===== config.mk =====
export PLATFORM = sky130hd
export DESIGN_NAME = sprite_scheduler_flat
export DESIGN_NICKNAME = d
export VERILOG_FILES = /design/src/rtl/sprite_scheduler_if.sv /design/src/rtl/sprite_scheduler.sv /design/src/flat_wrapper.sv
export SDC_FILE = /design/constraint.sdc
export NUM_CORES = 1
export LEC_CHECK = 0
export CAP_MARGIN = 25
export CORE_ASPECT_RATIO = 0.75
export CORE_MARGIN = 5
export CORE_UTILIZATION = 39
export DETAILED_ROUTE_END_ITERATION = 10
export DONT_BUFFER_PORTS = 1
export PLACE_DENSITY = 0.53
export SLEW_MARGIN = 20
export SYNTH_ARGS = -nofsm -noshare
export SYNTH_HDL_FRONTEND = slang
export SYNTH_SLANG_ARGS = --single-unit

===== constraint.sdc =====
create_clock -name clk_pixel -period 48.7 [get_ports clk_pixel]
set_input_delay 9.74 -clock clk_pixel [delete_from_list [all_inputs] [get_ports clk_pixel]]
set_output_delay 9.74 -clock clk_pixel [all_outputs]
set_load 0.02 [all_outputs]

===== src/rtl/sprite_scheduler_if.sv =====
// Bus bundle between the frame/table-write master, the graphics engine and the
// sprite scheduler: shadow-table writes, frame counter, sprite issue handshake, status.
interface sprite_scheduler_if #(
    parameter int MAX_SPRITES   = 16,
    parameter int CANVAS_WIDTH  = 360,
    parameter int CANVAS_HEIGHT = 720,
    parameter int NUM_FRAMES    = 18
);
    logic [5:0]                           frame_count;
    logic                                 wr_en;
    logic [$clog2(MAX_SPRITES)-1:0]       wr_slot;
    logic                                 wr_active;
    logic [$clog2(CANVAS_WIDTH)-1:0]      wr_x;
    logic [$clog2(CANVAS_HEIGHT)-1:0]     wr_y;
    logic [$clog2(NUM_FRAMES)-1:0]        wr_frame;
    logic                                 sprite_ready;
    logic                                 sprite_valid;
    logic [$clog2(CANVAS_WIDTH)-1:0]      sprite_x;
    logic [$clog2(CANVAS_HEIGHT)-1:0]     sprite_y;
    logic [$clog2(NUM_FRAMES)-1:0]        sprite_frame_number;
    logic                                 busy;
    logic                                 frame_done;
    logic                                 overrun;
    logic                                 accept_err;
    logic [$clog2(MAX_SPRITES+1)-1:0]     sprites_drawn;

    modport master (
        output frame_count, wr_en, wr_slot, wr_active, wr_x, wr_y, wr_frame, sprite_ready,
        input  sprite_valid, sprite_x, sprite_y, sprite_frame_number,
        input  busy, frame_done, overrun, accept_err, sprites_drawn
    );

    modport slave (
        input  frame_count, wr_en, wr_slot, wr_active, wr_x, wr_y, wr_frame, sprite_ready,
        output sprite_valid, sprite_x, sprite_y, sprite_frame_number,
        output busy, frame_done, overrun, accept_err, sprites_drawn
    );
endinterface


===== src/rtl/sprite_scheduler.sv =====
// Double-buffered sprite table with a per-frame scanner that issues drawable
// sprites to the graphics engine in ascending slot (painter's) order.
module sprite_scheduler #(
    parameter int MAX_SPRITES   = 16,
    parameter int CANVAS_WIDTH  = 360,
    parameter int CANVAS_HEIGHT = 720,
    parameter int NUM_FRAMES    = 18
) (
    input  logic              clk_pixel,
    input  logic              sys_rst,
    sprite_scheduler_if.slave bus
);
    localparam int SW      = $clog2(MAX_SPRITES);
    localparam int XW      = $clog2(CANVAS_WIDTH);
    localparam int YW      = $clog2(CANVAS_HEIGHT);
    localparam int FW      = $clog2(NUM_FRAMES);
    localparam int DW      = $clog2(MAX_SPRITES + 1);
    localparam int TIMEOUT = 4;
    localparam int TW      = $clog2(TIMEOUT);

    localparam logic [SW-1:0] LAST_SLOT = SW'(MAX_SPRITES - 1);
    localparam logic [TW-1:0] LAST_TICK = TW'(TIMEOUT - 1);

    typedef enum logic [1:0] {IDLE, SCAN, WAIT_ACCEPT, WAIT_DONE} state_e;

    typedef struct packed {
        logic          active;
        logic [XW-1:0] x;
        logic [YW-1:0] y;
        logic [FW-1:0] frame;
    } entry_t;

    state_e        state_q, state_d;
    entry_t        shadow_q [MAX_SPRITES];
    entry_t        shadow_d [MAX_SPRITES];
    entry_t        live_q   [MAX_SPRITES];
    entry_t        live_d   [MAX_SPRITES];
    logic [5:0]    prev_frame_count_q, prev_frame_count_d;
    logic [SW-1:0] slot_q, slot_d;
    logic [DW-1:0] drawn_q, drawn_d;
    logic [TW-1:0] timer_q, timer_d;
    logic          sprite_valid_q, sprite_valid_d;
    logic [XW-1:0] sprite_x_q, sprite_x_d;
    logic [YW-1:0] sprite_y_q, sprite_y_d;
    logic [FW-1:0] sprite_frame_q, sprite_frame_d;
    logic          frame_done_q, frame_done_d;
    logic          overrun_q, overrun_d;
    logic          accept_err_q, accept_err_d;

    entry_t cur;
    logic   frame_edge;
    logic   drawable;
    logic   last_slot;
    logic   issue;
    logic   accepted;
    logic   timeout;
    logic   skip;
    logic   done;
    logic   advance;

    // A frame edge overrides every other event in the cycle it is seen.
    assign frame_edge = (bus.frame_count != prev_frame_count_q);
    assign cur        = live_q[slot_q];
    assign drawable   = cur.active
                     && (int'(cur.x) < CANVAS_WIDTH)
                     && (int'(cur.y) < CANVAS_HEIGHT);
    assign last_slot  = (slot_q == LAST_SLOT);
    assign issue      = !frame_edge && (state_q == SCAN) && drawable && bus.sprite_ready;
    assign skip       = !frame_edge && (state_q == SCAN) && !drawable;
    assign accepted   = !frame_edge && (state_q == WAIT_ACCEPT) && !bus.sprite_ready;
    assign timeout    = !frame_edge && (state_q == WAIT_ACCEPT) && bus.sprite_ready
                     && (timer_q == LAST_TICK);
    assign done       = !frame_edge && (state_q == WAIT_DONE) && bus.sprite_ready;
    assign advance    = skip || timeout || done;

    // Table update: commit copies the pre-write shadow, so a same-cycle write waits a frame.
    always_comb begin
        // NOTE: every always_comb output gets a default first so no path infers a latch.
        shadow_d = shadow_q;
        live_d   = live_q;
        if (frame_edge) begin
            live_d = shadow_q;
        end
        if (bus.wr_en) begin
            shadow_d[bus.wr_slot] = '{active: bus.wr_active, x: bus.wr_x,
                                      y: bus.wr_y, frame: bus.wr_frame};
        end
    end

    always_ff @(posedge clk_pixel) begin
        // NOTE: sequential state uses non-blocking assignments so all flops update together.
        if (sys_rst) begin
            state_q <= IDLE;
        end else begin
            state_q <= state_d;
        end
    end

    always_comb begin
        state_d = state_q;
        if (frame_edge) begin
            state_d = SCAN;
        end else if (advance) begin
            state_d = last_slot ? IDLE : SCAN;
        end else if (issue) begin
            state_d = WAIT_ACCEPT;
        end else if (accepted) begin
            state_d = WAIT_DONE;
        end
    end

    always_comb begin
        prev_frame_count_d = bus.frame_count;
        slot_d             = slot_q;
        drawn_d            = drawn_q;
        timer_d            = '0;
        sprite_valid_d     = 1'b0;
        sprite_x_d         = sprite_x_q;
        sprite_y_d         = sprite_y_q;
        sprite_frame_d     = sprite_frame_q;
        frame_done_d       = 1'b0;
        overrun_d          = 1'b0;
        accept_err_d       = 1'b0;

        if (frame_edge) begin
            slot_d    = '0;
            drawn_d   = '0;
            overrun_d = (state_q != IDLE);
        end else begin
            if (issue) begin
                sprite_valid_d = 1'b1;
                sprite_x_d     = cur.x;
                sprite_y_d     = cur.y;
                sprite_frame_d = cur.frame;
            end
            if ((state_q == WAIT_ACCEPT) && bus.sprite_ready && !timeout) begin
                timer_d = timer_q + TW'(1);
            end
            accept_err_d = timeout;
            if (done) begin
                drawn_d = drawn_q + DW'(1);
            end
            if (advance) begin
                if (last_slot) begin
                    frame_done_d = 1'b1;
                end else begin
                    slot_d = slot_q + SW'(1);
                end
            end
        end
    end

    assign bus.busy                = (state_q != IDLE);
    assign bus.sprite_valid        = sprite_valid_q;
    assign bus.sprite_x            = sprite_x_q;
    assign bus.sprite_y            = sprite_y_q;
    assign bus.sprite_frame_number = sprite_frame_q;
    assign bus.frame_done          = frame_done_q;
    assign bus.overrun             = overrun_q;
    assign bus.accept_err          = accept_err_q;
    assign bus.sprites_drawn       = drawn_q;

    always_ff @(posedge clk_pixel) begin
        if (sys_rst) begin
            prev_frame_count_q <= bus.frame_count;
            slot_q             <= '0;
            drawn_q            <= '0;
            timer_q            <= '0;
            sprite_valid_q     <= 1'b0;
            sprite_x_q         <= '0;
            sprite_y_q         <= '0;
            sprite_frame_q     <= '0;
            frame_done_q       <= 1'b0;
            overrun_q          <= 1'b0;
            accept_err_q       <= 1'b0;
            // NOTE: only the active bits of the tables are reset; coordinates are don't-care until written.
            for (int i = 0; i < MAX_SPRITES; i++) begin
                shadow_q[i].active <= 1'b0;
                live_q[i].active   <= 1'b0;
            end
        end else begin
            prev_frame_count_q <= prev_frame_count_d;
            slot_q             <= slot_d;
            drawn_q            <= drawn_d;
            timer_q            <= timer_d;
            sprite_valid_q     <= sprite_valid_d;
            sprite_x_q         <= sprite_x_d;
            sprite_y_q         <= sprite_y_d;
            sprite_frame_q     <= sprite_frame_d;
            frame_done_q       <= frame_done_d;
            overrun_q          <= overrun_d;
            accept_err_q       <= accept_err_d;
            shadow_q           <= shadow_d;
            live_q             <= live_d;
        end
    end
endmodule


===== src/flat_wrapper.sv =====
// flat-port wrapper written by rule: the top's interface ports become plain ports
module sprite_scheduler_flat 
#(
    parameter int MAX_SPRITES   = 16,
    parameter int CANVAS_WIDTH  = 360,
    parameter int CANVAS_HEIGHT = 720,
    parameter int NUM_FRAMES    = 18
)
  (clk_pixel, sys_rst, bus_frame_count, bus_wr_en, bus_wr_slot, bus_wr_active, bus_wr_x, bus_wr_y, bus_wr_frame, bus_sprite_ready, bus_sprite_valid, bus_sprite_x, bus_sprite_y, bus_sprite_frame_number, bus_busy, bus_frame_done, bus_overrun, bus_accept_err, bus_sprites_drawn);
  sprite_scheduler_if #(.MAX_SPRITES(MAX_SPRITES), .CANVAS_WIDTH(CANVAS_WIDTH), .CANVAS_HEIGHT(CANVAS_HEIGHT), .NUM_FRAMES(NUM_FRAMES)) bus_i ();
  input  logic clk_pixel;
  input  logic sys_rst;
  input wire logic [$bits(bus_i.frame_count)-1:0] bus_frame_count;
  input wire logic [$bits(bus_i.wr_en)-1:0] bus_wr_en;
  input wire logic [$bits(bus_i.wr_slot)-1:0] bus_wr_slot;
  input wire logic [$bits(bus_i.wr_active)-1:0] bus_wr_active;
  input wire logic [$bits(bus_i.wr_x)-1:0] bus_wr_x;
  input wire logic [$bits(bus_i.wr_y)-1:0] bus_wr_y;
  input wire logic [$bits(bus_i.wr_frame)-1:0] bus_wr_frame;
  input wire logic [$bits(bus_i.sprite_ready)-1:0] bus_sprite_ready;
  output wire logic [$bits(bus_i.sprite_valid)-1:0] bus_sprite_valid;
  output wire logic [$bits(bus_i.sprite_x)-1:0] bus_sprite_x;
  output wire logic [$bits(bus_i.sprite_y)-1:0] bus_sprite_y;
  output wire logic [$bits(bus_i.sprite_frame_number)-1:0] bus_sprite_frame_number;
  output wire logic [$bits(bus_i.busy)-1:0] bus_busy;
  output wire logic [$bits(bus_i.frame_done)-1:0] bus_frame_done;
  output wire logic [$bits(bus_i.overrun)-1:0] bus_overrun;
  output wire logic [$bits(bus_i.accept_err)-1:0] bus_accept_err;
  output wire logic [$bits(bus_i.sprites_drawn)-1:0] bus_sprites_drawn;
  assign bus_i.frame_count = bus_frame_count;
  assign bus_i.wr_en = bus_wr_en;
  assign bus_i.wr_slot = bus_wr_slot;
  assign bus_i.wr_active = bus_wr_active;
  assign bus_i.wr_x = bus_wr_x;
  assign bus_i.wr_y = bus_wr_y;
  assign bus_i.wr_frame = bus_wr_frame;
  assign bus_i.sprite_ready = bus_sprite_ready;
  assign bus_sprite_valid = bus_i.sprite_valid;
  assign bus_sprite_x = bus_i.sprite_x;
  assign bus_sprite_y = bus_i.sprite_y;
  assign bus_sprite_frame_number = bus_i.sprite_frame_number;
  assign bus_busy = bus_i.busy;
  assign bus_frame_done = bus_i.frame_done;
  assign bus_overrun = bus_i.overrun;
  assign bus_accept_err = bus_i.accept_err;
  assign bus_sprites_drawn = bus_i.sprites_drawn;
  sprite_scheduler #(.MAX_SPRITES(MAX_SPRITES), .CANVAS_WIDTH(CANVAS_WIDTH), .CANVAS_HEIGHT(CANVAS_HEIGHT), .NUM_FRAMES(NUM_FRAMES)) u_core (.clk_pixel(clk_pixel), .sys_rst(sys_rst), .bus(bus_i));
endmodule

==> reports/metrics.yaml <==
post_route_cells_drive_above_1_share: 0.1935
setup-violations-final: 0
worstHoldPathType: "reg -> reg"
clk_pin_slew_ns: 0.07
stdcell_count: 2431
status: "completed"
finalNetCount: 1433
synth_top_area_frac: 0.7857
root_buffer: "clkbuf_16"
wirelength_mm: 60.42
grt.overflow.total: 0
placedCellCount: 2289
syn_area_per_cell_um2: 21.94
area_growth_pct: 12.80
antenna_cells: 0
cts_buffers: 78
grt_pass1_wl_mm: 88.58
cts_tree: "built"
ys_types: 51
gp_congestion: 0.7347
skew_ns: 0.01239
ant_nets: 0
port_buffers: 0
cp_max_fo: 196
synth_enable_flop_cells: 768
rows: 87
arrival_ns: 13.79
syn_nets: 1380
htreeDepth: 3
hold_violations: 0
seq_area_frac_synth: 0.8396
rsz0062_at_grt: "no"
dr_total_vias: 12470
clock_latency_ns: 0.62
fp.dieH_um: 247.6
post-route-period-util: 0.2782
synth_seq_cells: 847
layout_common_cells: "edfxtp_1 (768), mux4_2 (108), clkbuf_16 (78)"
cap_violations: 0
cts_resized: 0
yosysWarnings: 0
vias_per_cell: 5.130
core_region_area_um2: 74890
timing.fmax_mhz: 73.80
crit_path_end_kind: "register"
drt_iter0_drc: 1006
tightest_slew_ns: 1.084
max_slew_margin: 0.2775
report.final.slew_viol_count: 0
wl_per_cell_um: 24.86
fillers: 6341
synthCells: 1338
die_area_um2: 80900
antenna_found_initial: 0
fin_crit_ns: 13.55
grt_max_degree: 197
dp_hpwl_mm: 33.24
synthTopCellsByArea: "edfxtp_1 (79%), mux4_2 (8.3%), dfxtp_1 (5.4%)"
first_pass_iters: 5
setup.worst_path.class: "in -> reg"
synth_top_area_cell: "edfxtp_1"
postCtsSetupBuffers: 0
cts_buffer_depth: 3
grt_use_total: 0.1506
ios: 73
grt_pass1_vias: 12690
holdBufCountCts: 0
syn-cell-area_um2: 29350
leakage_nw: 10.35
async_flop_share: 0
cts.sinks: 847
cp.required_ns: 48.94
start_util: 0.3919
reg2reg_setup_slack_ns: 43.94
post-route-util: 0.4421
ir_worst_vdd_uv: 25.47
dieWidth_um: 326.8
powerDensity_nw_per_um2: 42.81
drc: 0
setup_tns_ns: 0
ys.flop_type: "edfxtp_1"
cp-start-kind: "input pin"
layout_commonest_cell: "edfxtp_1"
worst max-delay path, cell delays in order:
cell and delay [ns]:
xor2_1 0.23, nor3_2 0.07, buf_4 0.25, nor2_4 0.73, buf_4 0.83, buf_4 0.60
buf_16 0.31, buf_12 0.72
metal layers:
metal	track usage	part of all wire	up-vias
met4	0.03607	0.017	0
met1	0.2250	0.47	6593
met2	0.2260	0.45	315
met5	0	0	-
met3	0.03585	0.062	73
li1	-	-	5489
layout make-up:
class / instances / area [um2] / share of cell area
sequential: 847 / 24660 / 0.7447
multi-input combinational: 433 / 4544 / 0.1373
timing repair buffer: 27 / 247.7 / 0.007483
inverter: 4 / 15.01 / 0.0004535
clock buffer: 105 / 2123 / 0.06413
clock inverter: 36 / 296.5 / 0.008957
tap: 979 / 1225 / 0.03700
state kept, by name, summed over array words and instances, names as in the netlist:
| register | cells |
|---|---|
| u_core.state_q | 2 |
| u_core.bus.frame_done | 1 |
| u_core.live_q | 400 |
| u_core.bus.sprite_valid | 1 |
| u_core.prev_frame_count_q | 6 |
| u_core.bus.accept_err | 1 |
| u_core.bus.sprite_x | 9 |
| u_core.bus.sprite_y | 10 |
| u_core.slot_q | 4 |
| u_core.shadow_q | 400 |
| u_core.timer_q | 2 |
| u_core.bus.sprites_drawn | 5 |
| u_core.bus.overrun | 1 |
| u_core.bus.sprite_frame_number | 5 |
final timing paths:
check	start	to	cells after the start
worst min-delay path	u_core.shadow_q[180]	u_core.live_q[180]	0
worst min register to register	u_core.shadow_q[180]	u_core.live_q[180]	0
worst max-delay path	bus_frame_count[2]	u_core.live_q[245]	8
worst max register to register	u_core.prev_frame_count_q[2]	u_core.live_q[245]	8
cell families after synthesis:
group                    after synthesis  share of synthesized area
buffers and inverters                 58                    0.01006
AO/OA/AOI/OAI                         74                    0.01547
multiplexers                         159                     0.1006
XOR/XNOR                              12                   0.003581
adder cells (fa/ha/maj)                3                   0.001279
AND/OR/NAND/NOR                      185                    0.02941
flip-flops                           847                     0.8396
metrics by stage:
step / worst slack [ns] / area (um2) / total power, mW / hold slack (ns)
3_5_place_dp: 34.41 / 30670 / 0.8495 / 0.4045
2_1_floorplan: 21.14 / 29350 / 0.8508 / 0.3984
5_1_grt: 34.83 / 33110 / 1.468 / 0.4182
6_report: 35.15 / 33110 / 1.417 / 0.4090
3_3_place_gp: 34.42 / 30640 / 0.8480 / 0.4001
4_1_cts: 35.08 / 33090 / 1.434 / 0.4118
Yosys cell counts, drive strengths merged (3+ instances only):
cell and n:
edfxtp 768, mux4 108, dfxtp 79, nor2 79, mux2i 44, nand2 39, a21oi 30, buf 27
clkbuf 27, o21ai 17, nand3 16, nor3 11, nor2b 9, a211oi 7, mux2 7, xnor2 7
and2 5, nand2b 5, or2 5, xor2 5, a22o 4, a22oi 4, inv 4, nand3b 4
nand4 4, o22ai 4, ha 3, o2111ai 3
power breakdown:
group	switching (mW)	leakage (nW)	internal [mW]
clock	0.260	1.18	0.324
sequential	0.00403	7.86	0.808
combinational	0.0144	1.32	0.00652
Note: power is estimated with default switching activity, not from simulation.
==> RTL change: new RTL, same settings <==
`MAX_SPRITES` is set to 16 in 3 places; all go to 32.
--- a/src/rtl/sprite_scheduler_if.sv
+++ b/src/rtl/sprite_scheduler_if.sv
@@ -1,7 +1,7 @@
 // Bus bundle between the frame/table-write master, the graphics engine and the
 // sprite scheduler: shadow-table writes, frame counter, sprite issue handshake, status.
 interface sprite_scheduler_if #(
-    parameter int MAX_SPRITES   = 16,
+    parameter int MAX_SPRITES   = 32,
     parameter int CANVAS_WIDTH  = 360,
     parameter int CANVAS_HEIGHT = 720,
     parameter int NUM_FRAMES    = 18
--- a/src/rtl/sprite_scheduler.sv
+++ b/src/rtl/sprite_scheduler.sv
@@ -1,7 +1,7 @@
 // Double-buffered sprite table with a per-frame scanner that issues drawable
 // sprites to the graphics engine in ascending slot (painter's) order.
 module sprite_scheduler #(
-    parameter int MAX_SPRITES   = 16,
+    parameter int MAX_SPRITES   = 32,
     parameter int CANVAS_WIDTH  = 360,
     parameter int CANVAS_HEIGHT = 720,
     parameter int NUM_FRAMES    = 18
--- a/src/flat_wrapper.sv
+++ b/src/flat_wrapper.sv
@@ -1,7 +1,7 @@
 // flat-port wrapper written by rule: the top's interface ports become plain ports
 module sprite_scheduler_flat 
 #(
-    parameter int MAX_SPRITES   = 16,
+    parameter int MAX_SPRITES   = 32,
     parameter int CANVAS_WIDTH  = 360,
     parameter int CANVAS_HEIGHT = 720,
     parameter int NUM_FRAMES    = 18
Interface: changed (resized bus_sprites_drawn and bus_wr_slot); port bits go from 73 to 75. No check against the original RTL was run, so the function may have changed too.
==> RTL change against the unedited design <==
Sequential power increased by 95%; wire length increased by 97%; setup slack improved by 0.75 ns; total power increased by 99%; design area increased by 97%; area after synthesis increased by 95%; hold slack got worse by 0.0092 ns; sequential cell count increased by 802; critical path type unchanged; highest routed layer unchanged.
==> RTL change: results <==
[place]
dp_hpwl_mm = 68.78
place_congestion = 0.7621

[setup_path]
cp_max_fo = 186
critical_path_arrival_ns = 13.18
cpPeakStageDelay_ns = 0.86
reg2reg_depth = 11

[global_route]
grt_util_all_layers_pct = 15.44
grt_pass1_wl_mm = 172.8
antenna_found_initial = 4

[synth]
synthMuxAreaShare_pct = 10.10
synth_edf_count = 1536
synthCells = 2510
synth_compound_area_share_pct = 1.926
synthDistinctLibCells = 62
synth_xor_area_share_pct = 0.1685

[pwr]
clock_power_share_pct = 42.5
p_seq_share_pct = 56.1

[status]
status = "finished, final reports clean"

[drt]
wl_per_cell_um = 25.28
drt_iter0_drc = 2208
vias = 24040

[sta]
fmax_mhz = 78.14
slew_headroom_pct = 25.95

[clocking]
numCtsBuffers = 151
insertion_delay_ns = 0.77

[worst_hold_path]
hp-start = "u_core.shadow_q[459]"

[finish]
drive_gt1_share_pct = 20.62
## RTL change: cell types whose count changed after synthesis, moves of 15 or more
cell | before | now
a22oi_1 | 4 | 20
mux2i_1 | 44 | 111
clkbuf_1 | 27 | 56
a211oi_2 | 1 | 16
dfxtp_1 | 79 | 113
edfxtp_1 | 768 | 1536
nor2_1 | 79 | 149
mux4_2 | 108 | 202
## RTL change: final cells by class
type                    count  share of cell area, %
flip-flops and latches   1649                  74.25
multi-input cells         748                  13.01
clock buffers             195                  6.483
well taps                1968                  3.777
clock inverters            85                  1.246
repair buffers             61                  1.180
inverters                   7                0.04031
diodes                      3                0.01152
## RTL change: through the flow
stage	hold WS, ns	total power, µW
after CTS	0.4006	2846
after detailed placement	0.4045	1649
final	0.3998	2815
after global placement	0.4000	1646
after global routing	0.4103	2911
after floorplan	0.4003	1674
## RTL change: worst max path at each step
stage          cells past startpoint                 end               start
2_1_floorplan                      6  u_core.bus.overrun  bus_frame_count[2]
3_3_place_gp                       8    u_core.live_q[0]  bus_frame_count[2]
3_5_place_dp                       8    u_core.live_q[0]  bus_frame_count[0]
4_1_cts                            8   u_core.live_q[76]  bus_frame_count[0]
5_1_grt                            8  u_core.live_q[148]  bus_frame_count[0]
6_report                           8  u_core.live_q[563]  bus_frame_count[0]
## RTL change: routing by layer
layer	vias up	routed length, µm	GRT usage [%]
li1	10450	-	-
met2	676	56860	24.59
met5	-	0	0
met3	182	6980	3.289
met1	12730	52040	21.19
met4	0	3330	5.411
## RTL change: cells by family (layout without fill, tap and decap cells)
logic type	Yosys count	count (layout)
flops	1649	1649
fa+ha+maj	4	4
buf+inv	113	348
xor+xnor	11	11
simple gates	266	266
other cells	0	3
mux	322	322
compound gates	145	145
